File: config.mk
export PLATFORM = sky130hd
export DESIGN_NAME = pixsel_pipe
export DESIGN_NICKNAME = d
export VERILOG_FILES = /design/src/rtl/pixsel_pipe.sv
export SDC_FILE = /design/constraint.sdc
export NUM_CORES = 1
export LEC_CHECK = 0
export BUFFER_PORTS_ARGS = -buffer_cell sky130_fd_sc_hd__buf_4
export CELL_PAD_IN_SITES_DETAIL_PLACEMENT = 1
export CELL_PAD_IN_SITES_GLOBAL_PLACEMENT = 1
export CORE_MARGIN = 1
export CORE_UTILIZATION = 39
export CTS_CLUSTER_DIAMETER = 200
export CTS_CLUSTER_SIZE = 20
export DETAILED_ROUTE_END_ITERATION = 12
export PLACE_DENSITY = 0.86
export SYNTH_ARGS = -nofsm -noshare
export SYNTH_HDL_FRONTEND = slang
export SYNTH_SLANG_ARGS = --single-unit
File: constraint.sdc
create_clock -name clk -period 1.9 [get_ports clk]
set_input_delay 0.285 -clock clk [delete_from_list [all_inputs] [get_ports clk]]
set_output_delay 0.285 -clock clk [all_outputs]
set_load 0.03 [all_outputs]
File: src/rtl/pixsel_pipe.sv
// Per-pixel effect selector (grey / tint / passthrough) with frame-synchronous mode switching.
// Latency: 2 cycles accept-to-out_valid (3 when PIXSEL_BLEND_EN is defined); 1 beat/cycle.
// Backpressure: valid/ready skid-free pipeline; in_ready = any stage free or out_ready; out_* hold while stalled.
//
// Optional macro PIXSEL_BLEND_EN: adds a blend stage mixing tinted and original values by ALPHA/16.
module pixsel_pipe #(
    parameter int DATA_W = 8,
    parameter int CTRL_W = 3,
    parameter int VS_BIT = 0,
    parameter int UP_OFS = 64,
    parameter int DN_OFS = 32,
    parameter int ALPHA  = 8
) (
    input  logic              clk,
    input  logic              rst_n,
    input  logic              in_valid,
    output logic              in_ready,
    input  logic              in_skin,
    input  logic [DATA_W-1:0] in_r,
    input  logic [DATA_W-1:0] in_g,
    input  logic [DATA_W-1:0] in_b,
    input  logic [DATA_W-1:0] in_y,
    input  logic [DATA_W-1:0] in_u,
    input  logic [DATA_W-1:0] in_v,
    input  logic [CTRL_W-1:0] in_c,
    input  logic [7:0]        in_swt,
    output logic              out_valid,
    input  logic              out_ready,
    output logic [DATA_W-1:0] out_r,
    output logic [DATA_W-1:0] out_g,
    output logic [DATA_W-1:0] out_b,
    output logic [CTRL_W-1:0] out_ctrl,
    output logic [3:0]        out_mode
);

    localparam int SW = DATA_W + 2;
    localparam logic signed [SW-1:0] LP_UP  = SW'(UP_OFS);
    localparam logic signed [SW-1:0] LP_DN  = SW'(DN_OFS);
    localparam logic signed [SW-1:0] LP_MAX = SW'((1 << DATA_W) - 1);

    typedef struct packed {
        logic [DATA_W-1:0] r;
        logic [DATA_W-1:0] g;
        logic [DATA_W-1:0] b;
    } rgb_t;

    typedef enum logic [1:0] {
        OP_PASS = 2'd0,
        OP_UP   = 2'd1,
        OP_DN   = 2'd2
    } op_e;

    // Saturating raise: clamps at full scale instead of wrapping.
    function automatic logic [DATA_W-1:0] f_up(input logic [DATA_W-1:0] x);
        logic signed [SW-1:0] s;
        s = $signed({2'b00, x}) + LP_UP;
        if (s > LP_MAX) s = LP_MAX;
        return s[DATA_W-1:0];
    endfunction

    // Saturating lower: clamps at zero instead of wrapping.
    function automatic logic [DATA_W-1:0] f_dn(input logic [DATA_W-1:0] x);
        logic signed [SW-1:0] s;
        s = $signed({2'b00, x}) - LP_DN;
        if (s[SW-1]) s = '0;
        return s[DATA_W-1:0];
    endfunction

    // Switch decode: all-ones is mode 9, otherwise lowest set bit k gives k+1.
    function automatic logic [3:0] f_decode(input logic [7:0] swt);
        logic [3:0] m;
        m = 4'd0;
        if (swt == 8'hFF) begin
            m = 4'd9;
        end else begin
            for (int k = 7; k >= 0; k--) begin
                if (swt[k]) m = 4'(k + 1);
            end
        end
        return m;
    endfunction

    function automatic logic [DATA_W-1:0] f_pick(input op_e op, input logic [DATA_W-1:0] x,
                                                 input logic [DATA_W-1:0] up,
                                                 input logic [DATA_W-1:0] dn);
        logic [DATA_W-1:0] o;
        case (op)
            OP_UP:   o = up;
            OP_DN:   o = dn;
            default: o = x;
        endcase
        return o;
    endfunction

    // ---------------- handshake ----------------
    logic w_ld1;
    logic w_ld2;
    logic w_acc;
    logic r_v1;
    logic r_v2;

`ifdef PIXSEL_BLEND_EN
    logic r_v3;
    logic w_ld3;
    assign w_ld3 = !r_v3 || out_ready;
    assign w_ld2 = !r_v2 || w_ld3;
`else
    assign w_ld2 = !r_v2 || out_ready;
`endif
    assign w_ld1    = !r_v1 || w_ld2;
    assign in_ready = w_ld1;
    assign w_acc    = in_valid && in_ready;

    // ---------------- frame-synchronous mode ----------------
    logic       r_prev_vs;
    logic [3:0] r_mode;
    logic       w_vs;
    logic       w_fs;
    logic [3:0] w_mode_eff;

    assign w_vs       = in_c[VS_BIT];
    assign w_fs       = w_vs && !r_prev_vs;
    // The frame-start beat itself already runs with the newly decoded mode.
    assign w_mode_eff = w_fs ? f_decode(in_swt) : r_mode;
    assign out_mode   = r_mode;

    // Latch the switches only at a 0->1 vsync edge seen on accepted beats.
    always_ff @(posedge clk or negedge rst_n) begin
        if (!rst_n) begin
            r_prev_vs <= 1'b0;
            r_mode    <= 4'd0;
        end else if (w_acc) begin
            r_prev_vs <= w_vs;
            if (w_fs) r_mode <= w_mode_eff;
        end
    end

    // ---------------- stage 1: register inputs, pre-compute up/dn ----------------
    rgb_t              r_s1_x;
    rgb_t              r_s1_up;
    rgb_t              r_s1_dn;
    logic [DATA_W-1:0] r_s1_y;
    logic [DATA_W-1:0] r_s1_u;
    logic [DATA_W-1:0] r_s1_v;
    logic              r_s1_skin;
    logic [CTRL_W-1:0] r_s1_ctrl;
    logic [3:0]        r_s1_mode;

    // Stage 1 advances whenever stage 2 can take its content or it is empty.
    always_ff @(posedge clk or negedge rst_n) begin
        if (!rst_n) begin
            r_v1      <= 1'b0;
            r_s1_x    <= '0;
            r_s1_up   <= '0;
            r_s1_dn   <= '0;
            r_s1_y    <= '0;
            r_s1_u    <= '0;
            r_s1_v    <= '0;
            r_s1_skin <= 1'b0;
            r_s1_ctrl <= '0;
            r_s1_mode <= 4'd0;
        end else if (w_ld1) begin
            r_v1 <= in_valid;
            if (in_valid) begin
                r_s1_x    <= '{r: in_r, g: in_g, b: in_b};
                r_s1_up   <= '{r: f_up(in_r), g: f_up(in_g), b: f_up(in_b)};
                r_s1_dn   <= '{r: f_dn(in_r), g: f_dn(in_g), b: f_dn(in_b)};
                r_s1_y    <= in_y;
                r_s1_u    <= in_u;
                r_s1_v    <= in_v;
                r_s1_skin <= in_skin;
                r_s1_ctrl <= in_c;
                r_s1_mode <= w_mode_eff;
            end
        end
    end

    // ---------------- stage 2: effect selection ----------------
    op_e  w_op_r;
    op_e  w_op_g;
    op_e  w_op_b;
    logic w_hit;
    rgb_t w_sel;

    // Resolve which pixels the mode targets and the per-channel operation.
    always_comb begin
        w_op_r = OP_PASS;
        w_op_g = OP_PASS;
        w_op_b = OP_PASS;
        w_hit  = 1'b0;
        case (r_s1_mode)
            4'd4: begin w_hit = r_s1_skin;  w_op_r = OP_DN; w_op_g = OP_UP; w_op_b = OP_DN; end
            4'd5: begin w_hit = r_s1_skin;  w_op_r = OP_UP; w_op_g = OP_DN; w_op_b = OP_DN; end
            4'd6: begin w_hit = r_s1_skin;  w_op_r = OP_DN; w_op_g = OP_DN; w_op_b = OP_UP; end
            4'd7: begin w_hit = r_s1_skin;  w_op_r = OP_UP; w_op_g = OP_UP; w_op_b = OP_UP; end
            4'd8: begin w_hit = !r_s1_skin; w_op_r = OP_UP; w_op_g = OP_UP; w_op_b = OP_UP; end
            4'd9: begin w_hit = !r_s1_skin; w_op_r = OP_DN; w_op_g = OP_DN; w_op_b = OP_DN; end
            default: begin end
        endcase
        if (!w_hit) begin
            w_op_r = OP_PASS;
            w_op_g = OP_PASS;
            w_op_b = OP_PASS;
        end
    end

    // Final per-channel value: grey modes override, otherwise tint or pass.
    always_comb begin
        w_sel.r = f_pick(w_op_r, r_s1_x.r, r_s1_up.r, r_s1_dn.r);
        w_sel.g = f_pick(w_op_g, r_s1_x.g, r_s1_up.g, r_s1_dn.g);
        w_sel.b = f_pick(w_op_b, r_s1_x.b, r_s1_up.b, r_s1_dn.b);
        case (r_s1_mode)
            4'd1:    w_sel = '{r: r_s1_y, g: r_s1_y, b: r_s1_y};
            4'd2:    w_sel = '{r: r_s1_u, g: r_s1_u, b: r_s1_u};
            4'd3:    w_sel = '{r: r_s1_v, g: r_s1_v, b: r_s1_v};
            default: begin end
        endcase
    end

    rgb_t              r_s2_px;
    logic [CTRL_W-1:0] r_s2_ctrl;

`ifdef PIXSEL_BLEND_EN
    localparam int BW = DATA_W + 5;
    localparam logic [BW-1:0] LP_A  = BW'(ALPHA);
    localparam logic [BW-1:0] LP_NA = BW'(16 - ALPHA);

    // Weighted mix in sixteenths; the sum never exceeds full scale * 16.
    function automatic logic [DATA_W-1:0] f_blend(input logic [DATA_W-1:0] t,
                                                  input logic [DATA_W-1:0] x);
        logic [BW-1:0] acc;
        acc = BW'(t) * LP_A + BW'(x) * LP_NA;
        return acc[DATA_W+3:4];
    endfunction

    rgb_t              r_s2_x;
    logic              r_s2_hit;
    rgb_t              r_s3_px;
    logic [CTRL_W-1:0] r_s3_ctrl;

    // Stage 2 holds the tinted value alongside the original for the blend stage.
    always_ff @(posedge clk or negedge rst_n) begin
        if (!rst_n) begin
            r_v2      <= 1'b0;
            r_s2_px   <= '0;
            r_s2_x    <= '0;
            r_s2_hit  <= 1'b0;
            r_s2_ctrl <= '0;
        end else if (w_ld2) begin
            r_v2 <= r_v1;
            if (r_v1) begin
                r_s2_px   <= w_sel;
                r_s2_x    <= r_s1_x;
                r_s2_hit  <= w_hit;
                r_s2_ctrl <= r_s1_ctrl;
            end
        end
    end

    // Stage 3 blends targeted pixels only; grey and passthrough go straight out.
    always_ff @(posedge clk or negedge rst_n) begin
        if (!rst_n) begin
            r_v3      <= 1'b0;
            r_s3_px   <= '0;
            r_s3_ctrl <= '0;
        end else if (w_ld3) begin
            r_v3 <= r_v2;
            if (r_v2) begin
                r_s3_ctrl <= r_s2_ctrl;
                if (r_s2_hit) begin
                    r_s3_px <= '{r: f_blend(r_s2_px.r, r_s2_x.r),
                                 g: f_blend(r_s2_px.g, r_s2_x.g),
                                 b: f_blend(r_s2_px.b, r_s2_x.b)};
                end else begin
                    r_s3_px <= r_s2_px;
                end
            end
        end
    end

    assign out_valid = r_v3;
    assign out_r     = r_s3_px.r;
    assign out_g     = r_s3_px.g;
    assign out_b     = r_s3_px.b;
    assign out_ctrl  = r_s3_ctrl;
`else
    // Stage 2 is the output register; it only changes when empty or consumed.
    always_ff @(posedge clk or negedge rst_n) begin
        if (!rst_n) begin
            r_v2      <= 1'b0;
            r_s2_px   <= '0;
            r_s2_ctrl <= '0;
        end else if (w_ld2) begin
            r_v2 <= r_v1;
            if (r_v1) begin
                r_s2_px   <= w_sel;
                r_s2_ctrl <= r_s1_ctrl;
            end
        end
    end

    assign out_valid = r_v2;
    assign out_r     = r_s2_px.r;
    assign out_g     = r_s2_px.g;
    assign out_b     = r_s2_px.b;
    assign out_ctrl  = r_s2_ctrl;
`endif

endmodule

==> results.py, run 1 <==
metrics = {
    "worst_setup_path": {
        "crit_fanout": 8,
        "required_ps": 2220,
        "crit_arrival_ps": 2450,
        "cp-start-kind": "flop",
        "worst-setup-path-type": "flop to flop",
        "cp-end-kind": "flop",
    },
    "placed_design": {
        "hpwl_mm": 13.5,
        "port_buffers": 96,
        "place_congestion": 0.775,
        "pre_cts_ws_ps": -207,
    },
    "floorplanning": {
        "die_w_um": 132,
        "io_pins": 97,
        "initial_core_util": 0.399,
        "dieArea_sq_um": 17500,
        "die_h_um": 132,
        "rows": 47,
        "core_sq_um": 16600,
    },
    "drt": {
        "drcViolationCount": 0,
        "vias_per_cell": 5.62,
        "postRouteAntennaNets": 0,
        "finalWirelength_mm": 23.4,
        "drt_iter0_markers": 539,
        "dr_total_vias": 6216,
        "first_pass_iters": 5,
        "wl_per_cell_um": 21.2,
    },
    "grt": {
        "grt_util_all_layers": 0.270,
        "gr-usage-met2": 0.450,
        "grt_max_degree": 56,
        "use_met3": 0.0581,
        "antenna_found_initial": 0,
        "grt_pass1_wl_mm": 36.0,
        "grt_pass1_vias": 6507,
        "grt_overflow": 0,
        "met1_usage": 0.335,
        "grt-busiest-layer": "met2",
    },
    "job": {
        "maxCapViolCount": 0,
    },
    "timing": {
        "tightestPinTransition_ps": 613,
        "finalSetupTns_ps": -3550,
        "clock_skew_ps": 6.54,
        "max-slew-margin-rel": 0.590,
        "slew_violations": 0,
        "setup_viol": 24,
        "rsz0062_at_grt": "true",
        "setup_ws_ps": -234,
        "period_needed_ps": 2130,
        "period_share": 1.12,
        "max_clock_freq_mhz": 469,
        "finalHoldViolCount": 0,
    },
    "layout": {
        "nFillCells": 1915,
        "final_common_cell": "nand2_1",
        "layout_common_cells": "nand2_1 (271), dfrtp_1 (134), buf_4 (121)",
        "fin_nets": 961,
        "drive_above_1_share": 0.282,
        "syn2layout_area_growth_pct": 33.3,
        "antenna_cells": 0,
    },
    "yosys": {
        "yosysSeqAreaShare": 0.519,
        "yosys_warnings": 0,
        "synth_fa_ha_area_frac": 0.0454,
        "synth_cells": 758,
        "synth_mux_area_frac": 0.0121,
        "syn-mean-instance-area_sq_um": 8.72,
        "synth-compound-area-share": 0.139,
        "synth_fp_nets": 846,
        "synth_top_family_by_area": "simple AND/OR/NAND/NOR gates",
        "synth_xor_xnor_area_share": 0.00398,
        "ys_ff_latch": 137,
        "synthArstFlopShare": 1.00,
        "synthSimpleGateAreaFrac": 0.240,
        "ys_types": 41,
        "ys.flop_type": "dfrtp_1",
        "syn_area_sq_um": 6610,
        "synth-edff-count": 0,
    },
    "outcome": {
        "status": "complete, but fails checks",
        "failed_checks": "setup timing",
    },
    "power": {
        "p_leak_uw": 0.00419,
        "power.density_nw_per_um2": 1170,
        "irDropWorstVdd_mv": 0.775,
    },
    "clock_network": {
        "clock_path_buffers": 2,
        "clock_sinks": 137,
        "cts_tree": "done",
        "clk_pin_slew_ps": 60,
        "clkLatencyLatePin_ps": 440,
        "htree_levels": 4,
        "root_buffer": "clkbuf_16",
        "cts_made_buffers": 17,
    },
    "hold_path": {
        "hp-class": "input pin to flop",
    },
}
[what timing repair did]
item / 4_1_cts / 5_1_grt
hold buffers: 1 / 0
hold endpoints to repair: 41 / 0
setup buffers: 10 / 3
gates cloned: 2 / 0
setup endpoints to repair: 24 / 24
resized for setup: 73 / 48
pin swaps: 46 / 25
[power by group]
part           switching [uW]  total (uW)  internal (uW)
registers                 460        3890           3430
logic                    1990        3240           1250
clock network            1370        3200           1830
[cell usage after synthesis, types with 2 or more instances]
master | n | area [sq um]
o22a_1 | 13 | 114
nand2_1 | 281 | 1050
nor2b_1 | 2 | 12.5
inv_1 | 10 | 37.5
nand2b_1 | 7 | 43.8
buf_1 | 3 | 11.3
xor2_1 | 3 | 26.3
clkbuf_1 | 14 | 52.6
a22oi_1 | 24 | 180
or3_1 | 2 | 12.5
o21ai_0 | 50 | 250
nand4_1 | 4 | 25.0
nor2_1 | 44 | 165
ha_1 | 24 | 300
buf_2 | 18 | 90.1
o31ai_1 | 5 | 37.5
mux2i_1 | 8 | 80.1
nor3_1 | 3 | 15.0
and2_1 | 3 | 18.8
or2_2 | 2 | 12.5
a211oi_1 | 10 | 75.1
a21oi_1 | 37 | 185
dfrtp_1 | 137 | 3430
buf_6 | 5 | 56.3
nand3b_1 | 4 | 30.0
or2_1 | 2 | 12.5
nand3_1 | 27 | 135
buf_4 | 3 | 22.5
[metrics by stage]
step | instance area [sq um] | hold WS, ps | total power, uW | cells | util
after detailed placement | 7710 | 250 | 6450 | 1059 | 0.465
after floorplan | 6640 | -10.6 | 5330 | 758 | -
after global placement | 7710 | 251 | 6350 | 1059 | 0.465
final | 8810 | 41.2 | 10300 | 1106 | 0.531
after CTS | 8590 | 30.0 | 9990 | 1103 | 0.518
after global routing | 8810 | 42.8 | 10700 | 1106 | 0.531
[layout make-up]
type	count	area, sq um	area share
sequential	137	3430	0.390
multi-input combinational	569	3310	0.375
timing repair buffer	138	1190	0.135
clock buffer	18	439	0.0499
tap	220	275	0.0312
clock inverter	14	125	0.0142
inverter	10	37.5	0.00426
[cells by family (layout without fill, tap and decap cells)]
logic type	count (synthesis)	count (layout)
xor+xnor	3	3
flops	137	137
simple gates	386	386
mux	8	8
compound gates	147	148
buf+inv	53	180
fa+ha+maj	24	24
[routing by layer]
metal,vias to the layer above,part of all wire
li1,2765,-
met1,3185,0.42
met5,-,0
met4,0,0.039
met3,64,0.048
met2,202,0.50
[state kept, by name, summed over array words and instances (netlist names), 3 cells and up]
name,cells
r_s1_up,24
out_ctrl,3
r_s1_x,24
r_s1_y,8
out_b,8
r_s1_ctrl,3
r_s1_v,8
r_s1_dn,24
out_g,8
r_s1_u,8
out_mode,4
out_r,8
r_s1_mode,4
[worst paths after layout]
kind	start	endpoint	slack (ps)	cells after the start
setup / recovery	r_s1_skin	out_r[1]	-230	12
hold / removal	in_u[3]	r_s1_u[3]	40	3
setup reg to reg	r_s1_skin	out_r[1]	-230	12
hold reg to reg	r_s1_dn[19]	r_s1_dn[19]	480	2
max in group asynchronous	rst_n	out_g[7]	910	3
min in group asynchronous	rst_n	r_s1_up[7]	340	2
[worst max-delay path, cell delays in order (launching register included)]
cell and delay [ps]:
dfrtp_1 430, nor2_2 170, buf_4 150, nand2_4 60, nor3_4 160, buf_4 160
a21oi_2 40, ha_2 190, buf_6 140, a22oi_2 200, o21ai_1 130, nand2_1 120
a21oi_1 70
(Power assumes the default switching activity.)
==> run 2: changes to the inputs <==
--- a/config.mk
+++ b/config.mk
@@ -14,6 +14,7 @@
 export CTS_CLUSTER_SIZE = 20
 export DETAILED_ROUTE_END_ITERATION = 12
 export PLACE_DENSITY = 0.86
+export RECOVER_POWER = 100
 export SYNTH_ARGS = -nofsm -noshare
 export SYNTH_HDL_FRONTEND = slang
 export SYNTH_SLANG_ARGS = --single-unit
==> results.py, run 2 (same netlist as run 1, synthesis figures left out) <==
metrics = {
    "power": {
        "irDropWorstVdd_mv": 0.780,
        "p_leak_uw": 0.00404,
        "power.density_nw_per_um2": 1180,
    },
    "floorplanning": {
        "die_w_um": 132,
        "core_sq_um": 16600,
        "dieArea_sq_um": 17500,
        "die_h_um": 132,
        "io_pins": 97,
        "rows": 47,
        "initial_core_util": 0.399,
    },
    "timing": {
        "rsz0062_at_grt": "true",
        "max_clock_freq_mhz": 467,
        "setup_ws_ps": -241,
        "max-slew-margin-rel": 0.222,
        "finalHoldViolCount": 0,
        "period_share": 1.13,
        "slew_violations": 0,
        "setup_viol": 32,
        "clock_skew_ps": 7.48,
        "tightestPinTransition_ps": 1170,
        "period_needed_ps": 2140,
    },
    "worst_setup_path": {
        "cpMaxStageDelayCell": "dfrtp_1",
        "worst-setup-path-type": "flop to flop",
        "cp_top_family": "simple AND/OR/NAND/NOR gates",
        "cp-start-kind": "flop",
        "cp_cell_sequence": "nor2_2, buf_4, nand2_4, nor3_4, buf_4, a21oi_2, ha_2, buf_6, a22oi_2, o21ai_1, nand2_1, a21oi_1",
        "crit_arrival_ps": 2460,
        "path_common_cell": "buf_4",
        "cp-end-kind": "flop",
        "crit_buf_inv": 3,
        "cpPeakStageDelay_ps": 430,
        "required_ps": 2220,
        "reg2reg_slack_ps": -240,
        "crit_fanout": 8,
    },
    "drt": {
        "wl_per_cell_um": 21.2,
        "dr_total_vias": 6225,
        "drt_iter0_markers": 498,
        "finalWirelength_mm": 23.4,
        "drcViolationCount": 0,
        "postRouteAntennaNets": 0,
        "first_pass_iters": 5,
        "vias_per_cell": 5.63,
    },
    "clock_network": {
        "clock_path_buffers": 2,
        "root_buffer": "clkbuf_16",
        "cts_made_buffers": 17,
        "clkLatencyLatePin_ps": 440,
        "clock_sinks": 137,
        "cts_tree": "done",
        "clk_pin_slew_ps": 60,
        "htree_levels": 4,
    },
    "layout": {
        "design_area_sq_um": 8610,
        "final_common_cell": "nand2_1",
        "antenna_cells": 0,
        "nFillCells": 1941,
        "fin_cells": 1106,
        "reg.largest.list": "r_s1_dn: 24 flops, r_s1_up: 24 flops, r_s1_x: 24 flops",
        "fin_nets": 961,
        "drive_above_1_share": 0.242,
        "layout_common_cells": "nand2_1 (272), dfrtp_1 (134), buf_4 (88)",
        "syn2layout_area_growth_pct": 30.3,
    },
    "grt": {
        "grt_pass1_wl_mm": 36.0,
        "grt_max_degree": 56,
        "grt_overflow": 0,
        "grt_pass1_vias": 6507,
        "grt_util_all_layers": 0.270,
        "antenna_found_initial": 0,
    },
    "outcome": {
        "failed_checks": "setup timing",
        "status": "complete, but fails checks",
    },
    "placed_design": {
        "place_congestion": 0.775,
        "pre_cts_ws_ps": -207,
        "post_dp_cell_area_sq_um": 7710,
        "hpwl_mm": 13.5,
        "port_buffers": 96,
        "placed_cells": 1059,
    },
    "job": {
        "maxCapViolCount": 0,
    },
    "hold_path": {
        "hp-class": "input pin to flop",
    },
}
run 2: per-stage QoR:
step	TNS (ps)	utilization	power, uW	hold WS, ps
3_5_place_dp	-2240	0.465	6450	250
4_1_cts	-374	0.518	9990	30.0
5_1_grt	-7360	0.519	10500	42.8
6_report	-4300	0.519	10100	38.7
2_1_floorplan	0	-	5330	-10.6
3_3_place_gp	-433	0.465	6350	251
run 2: where the power goes:
part	internal, uW	switching [uW]	total, uW
registers	3430	454	3880
clock network	1830	1370	3200
logic	1060	1980	3040
total	6320	3810	10100
run 2: layout make-up:
cell class | instances | area, sq um | share of cell area
clock buffer | 18 | 439 | 0.0510
clock inverter | 14 | 125 | 0.0145
inverter | 10 | 37.5 | 0.00436
multi-input combinational | 569 | 3290 | 0.382
sequential | 137 | 3430 | 0.399
tap | 220 | 275 | 0.0320
timing repair buffer | 138 | 1010 | 0.117
run 2: worst reg2reg max path: stages (launching register included):
cell and delay, ps:
dfrtp_1 430, nor2_2 180, buf_4 150, nand2_4 60, nor3_4 160, buf_4 160, a21oi_2 40, ha_2 190
buf_6 140, a22oi_2 200, o21ai_1 130, nand2_1 120, a21oi_1 70
run 2: path summary, 6_finish.rpt:
check                            start           end  cells past startpoint
max                          r_s1_skin      out_r[1]                     12
min                            in_u[3]     r_s1_u[3]                      3
max reg2reg                  r_s1_skin      out_r[1]                     12
min reg2reg                r_s1_dn[19]   r_s1_dn[19]                      2
max in group asynchronous        rst_n  r_s1_mode[0]                      3
min in group asynchronous        rst_n    r_s1_up[7]                      2
run 2: repair_timing:
| action | 4_1_cts | 5_1_grt |
|---|---|---|
| cloned | 2 | 0 |
| hold buffers | 1 | 0 |
| setup endpoints to repair | 24 | 24 |
| setup buffers | 10 | 3 |
| hold endpoints to repair | 41 | 0 |
| pin swaps | 46 | 25 |
| gates resized for setup | 73 | 48 |
run 2: routing by layer:
metal / share of wire / vias up / wire length (um) / track usage
li1: - / 2762 / - / -
met1: 0.41 / 3141 / 9610 / 0.335
met2: 0.50 / 239 / 11600 / 0.450
met3: 0.051 / 83 / 1180 / 0.0581
met4: 0.042 / 0 / 983 / 0.125
met5: 0 / - / 0 / 0
==> run 3: changes to the inputs <==
==> constraint.sdc (replaced) <==
create_clock -name clk -period 1.8 [get_ports clk]
set_input_delay 0.27 -clock clk [delete_from_list [all_inputs] [get_ports clk]]
set_output_delay 0.27 -clock clk [all_outputs]
set_load 0.03 [all_outputs]
==> results.py, run 3 (same netlist as run 1, synthesis figures left out) <==
metrics = {
    "outcome": {
        "status": "complete, but fails checks",
        "failed_checks": "setup timing",
    },
    "drt": {
        "vias_per_cell": 5.50,
        "drt_iter0_markers": 534,
        "drcViolationCount": 0,
        "dr_total_vias": 6092,
        "wl_per_cell_um": 20.6,
        "postRouteAntennaNets": 0,
        "first_pass_iters": 4,
        "finalWirelength_mm": 22.8,
    },
    "floorplanning": {
        "initial_core_util": 0.399,
        "die_w_um": 132,
        "io_pins": 97,
        "die_h_um": 132,
        "core_sq_um": 16600,
        "dieArea_sq_um": 17500,
        "rows": 47,
    },
    "worst_setup_path": {
        "crit_fanout": 8,
        "path_common_cell": "a21oi_2",
        "crit_buf_inv": 2,
        "cpMaxStageDelayCell": "dfrtp_1",
        "worst-setup-path-type": "flop to flop",
        "cp_top_family": "simple AND/OR/NAND/NOR gates",
        "crit_arrival_ps": 2540,
        "required_ps": 2170,
        "cpPeakStageDelay_ps": 430,
        "cp-end-kind": "flop",
        "cp-start-kind": "flop",
        "cp_cell_sequence": "nand2_2, nor2_4, buf_6, a21oi_2, nor2_1, ha_4, buf_4, a22oi_1, o21ai_1, nand2_1, a21oi_2",
    },
    "hold_path": {
        "hp-class": "input pin to flop",
    },
    "layout": {
        "final_common_cell": "nand2_1",
        "syn2layout_area_growth_pct": 30.1,
        "nFillCells": 1938,
        "drive_above_1_share": 0.236,
        "antenna_cells": 0,
        "layout_common_cells": "nand2_1 (265), dfrtp_1 (136), buf_4 (88)",
        "reg.largest.list": "r_s1_dn: 24 flops, r_s1_up: 24 flops, r_s1_x: 24 flops",
        "fin_nets": 963,
    },
    "grt": {
        "grt_pass1_wl_mm": 35.1,
        "grt_max_degree": 54,
        "grt_overflow": 0,
        "grt_pass1_vias": 6387,
        "antenna_found_initial": 0,
        "grt_util_all_layers": 0.264,
    },
    "timing": {
        "setup_ws_ps": -369,
        "period_share": 1.21,
        "period_needed_ps": 2170,
        "finalHoldViolCount": 0,
        "max-slew-margin-rel": 0.355,
        "finalSetupTns_ps": -9010,
        "max_clock_freq_mhz": 461,
        "slew_violations": 0,
        "rsz0062_at_grt": "true",
        "clock_skew_ps": 9.73,
        "tightestPinTransition_ps": 967,
        "setup_viol": 53,
    },
    "clock_network": {
        "clock_sinks": 137,
        "clk_pin_slew_ps": 60,
        "root_buffer": "clkbuf_16",
        "clkLatencyLatePin_ps": 440,
        "clock_path_buffers": 2,
        "htree_levels": 4,
        "cts_made_buffers": 17,
        "cts_tree": "done",
    },
    "power": {
        "power.density_nw_per_um2": 1270,
        "p_leak_uw": 0.00405,
        "irDropWorstVdd_mv": 0.803,
    },
    "placed_design": {
        "pre_cts_ws_ps": -297,
        "place_congestion": 0.778,
        "hpwl_mm": 14.1,
        "port_buffers": 96,
    },
    "job": {
        "maxCapViolCount": 0,
    },
}
run 3: cell count changes in the layout (fill, tap and decap cells not counted), sizes merged:
cell and delta:
buf -1, bufinv +2, clkbuf +11, clkinv -4, clkinvlp -5, inv -1, o21bai -1
run 3: worst min-delay path, stage by stage:
cell     delay (ps)
buf_4            80
nand2_1          40
nand2_1          50
run 3: final cells by class:
type,count,area (sq um),area share
well taps,220,275,0.0320
flip-flops and latches,137,3430,0.399
multi-input cells,568,3260,0.379
clock buffers,25,505,0.0588
inverters,10,37.5,0.00436
repair buffers,141,985,0.115
clock inverters,6,111,0.0129
run 3: layer usage:
metal / vias up / wire (um) / part of all wire / track usage
met4: 0 / 838 / 0.037 / 0.126
met2: 164 / 11600 / 0.51 / 0.436
li1: 2783 / - / - / -
met5: - / 0 / 0 / 0
met3: 59 / 1030 / 0.045 / 0.0600
met1: 3086 / 9320 / 0.41 / 0.327
run 3: final timing paths:
| check | end | slack (ps) | cells past startpoint | from |
|---|---|---|---|---|
| worst max-delay path | out_b[7] | -370 | 11 | r_s1_mode[2] |
| worst min-delay path | r_s1_ctrl[2] | 20 | 3 | in_c[2] |
| worst max register to register | out_b[7] | -370 | 11 | r_s1_mode[2] |
| worst min register to register | r_s1_dn[20] | 470 | 2 | r_s1_dn[20] |
| max in group asynchronous | r_s1_mode[1] | 200 | 3 | rst_n |
| min in group asynchronous | r_s1_dn[2] | 520 | 2 | rst_n |
run 3: power breakdown:
| part | leakage, uW | switching, uW | internal, uW | total [uW] |
|---|---|---|---|---|
| sequential | 0.00164 | 454 | 3620 | 4070 |
| combinational | 0.00211 | 2060 | 1080 | 3150 |
| clock | 0.000300 | 1340 | 2350 | 3690 |
| total | 0.00405 | 3860 | 7060 | 10900 |
run 3: stage by stage:
step	total power, uW	utilization	hold WS (ps)	std cells	area [sq um]
CTS	10900	0.522	17.6	1105	8650
global placement	6770	0.470	186	1067	7790
floorplan	5680	-	-25.6	758	6710
detailed placement	6890	0.470	192	1067	7790
finish	10900	0.519	19.8	1107	8600
global route	11300	0.519	37.9	1107	8600
run 3: timing repair:
item	4_1_cts	5_1_grt
endpoints found under the hold margin	30	0
buffers inserted	7	2
pin swaps	32	15
endpoints found under the setup margin	24	24
hold buffers	1	0
cloned	0	0
resized for setup	69	37
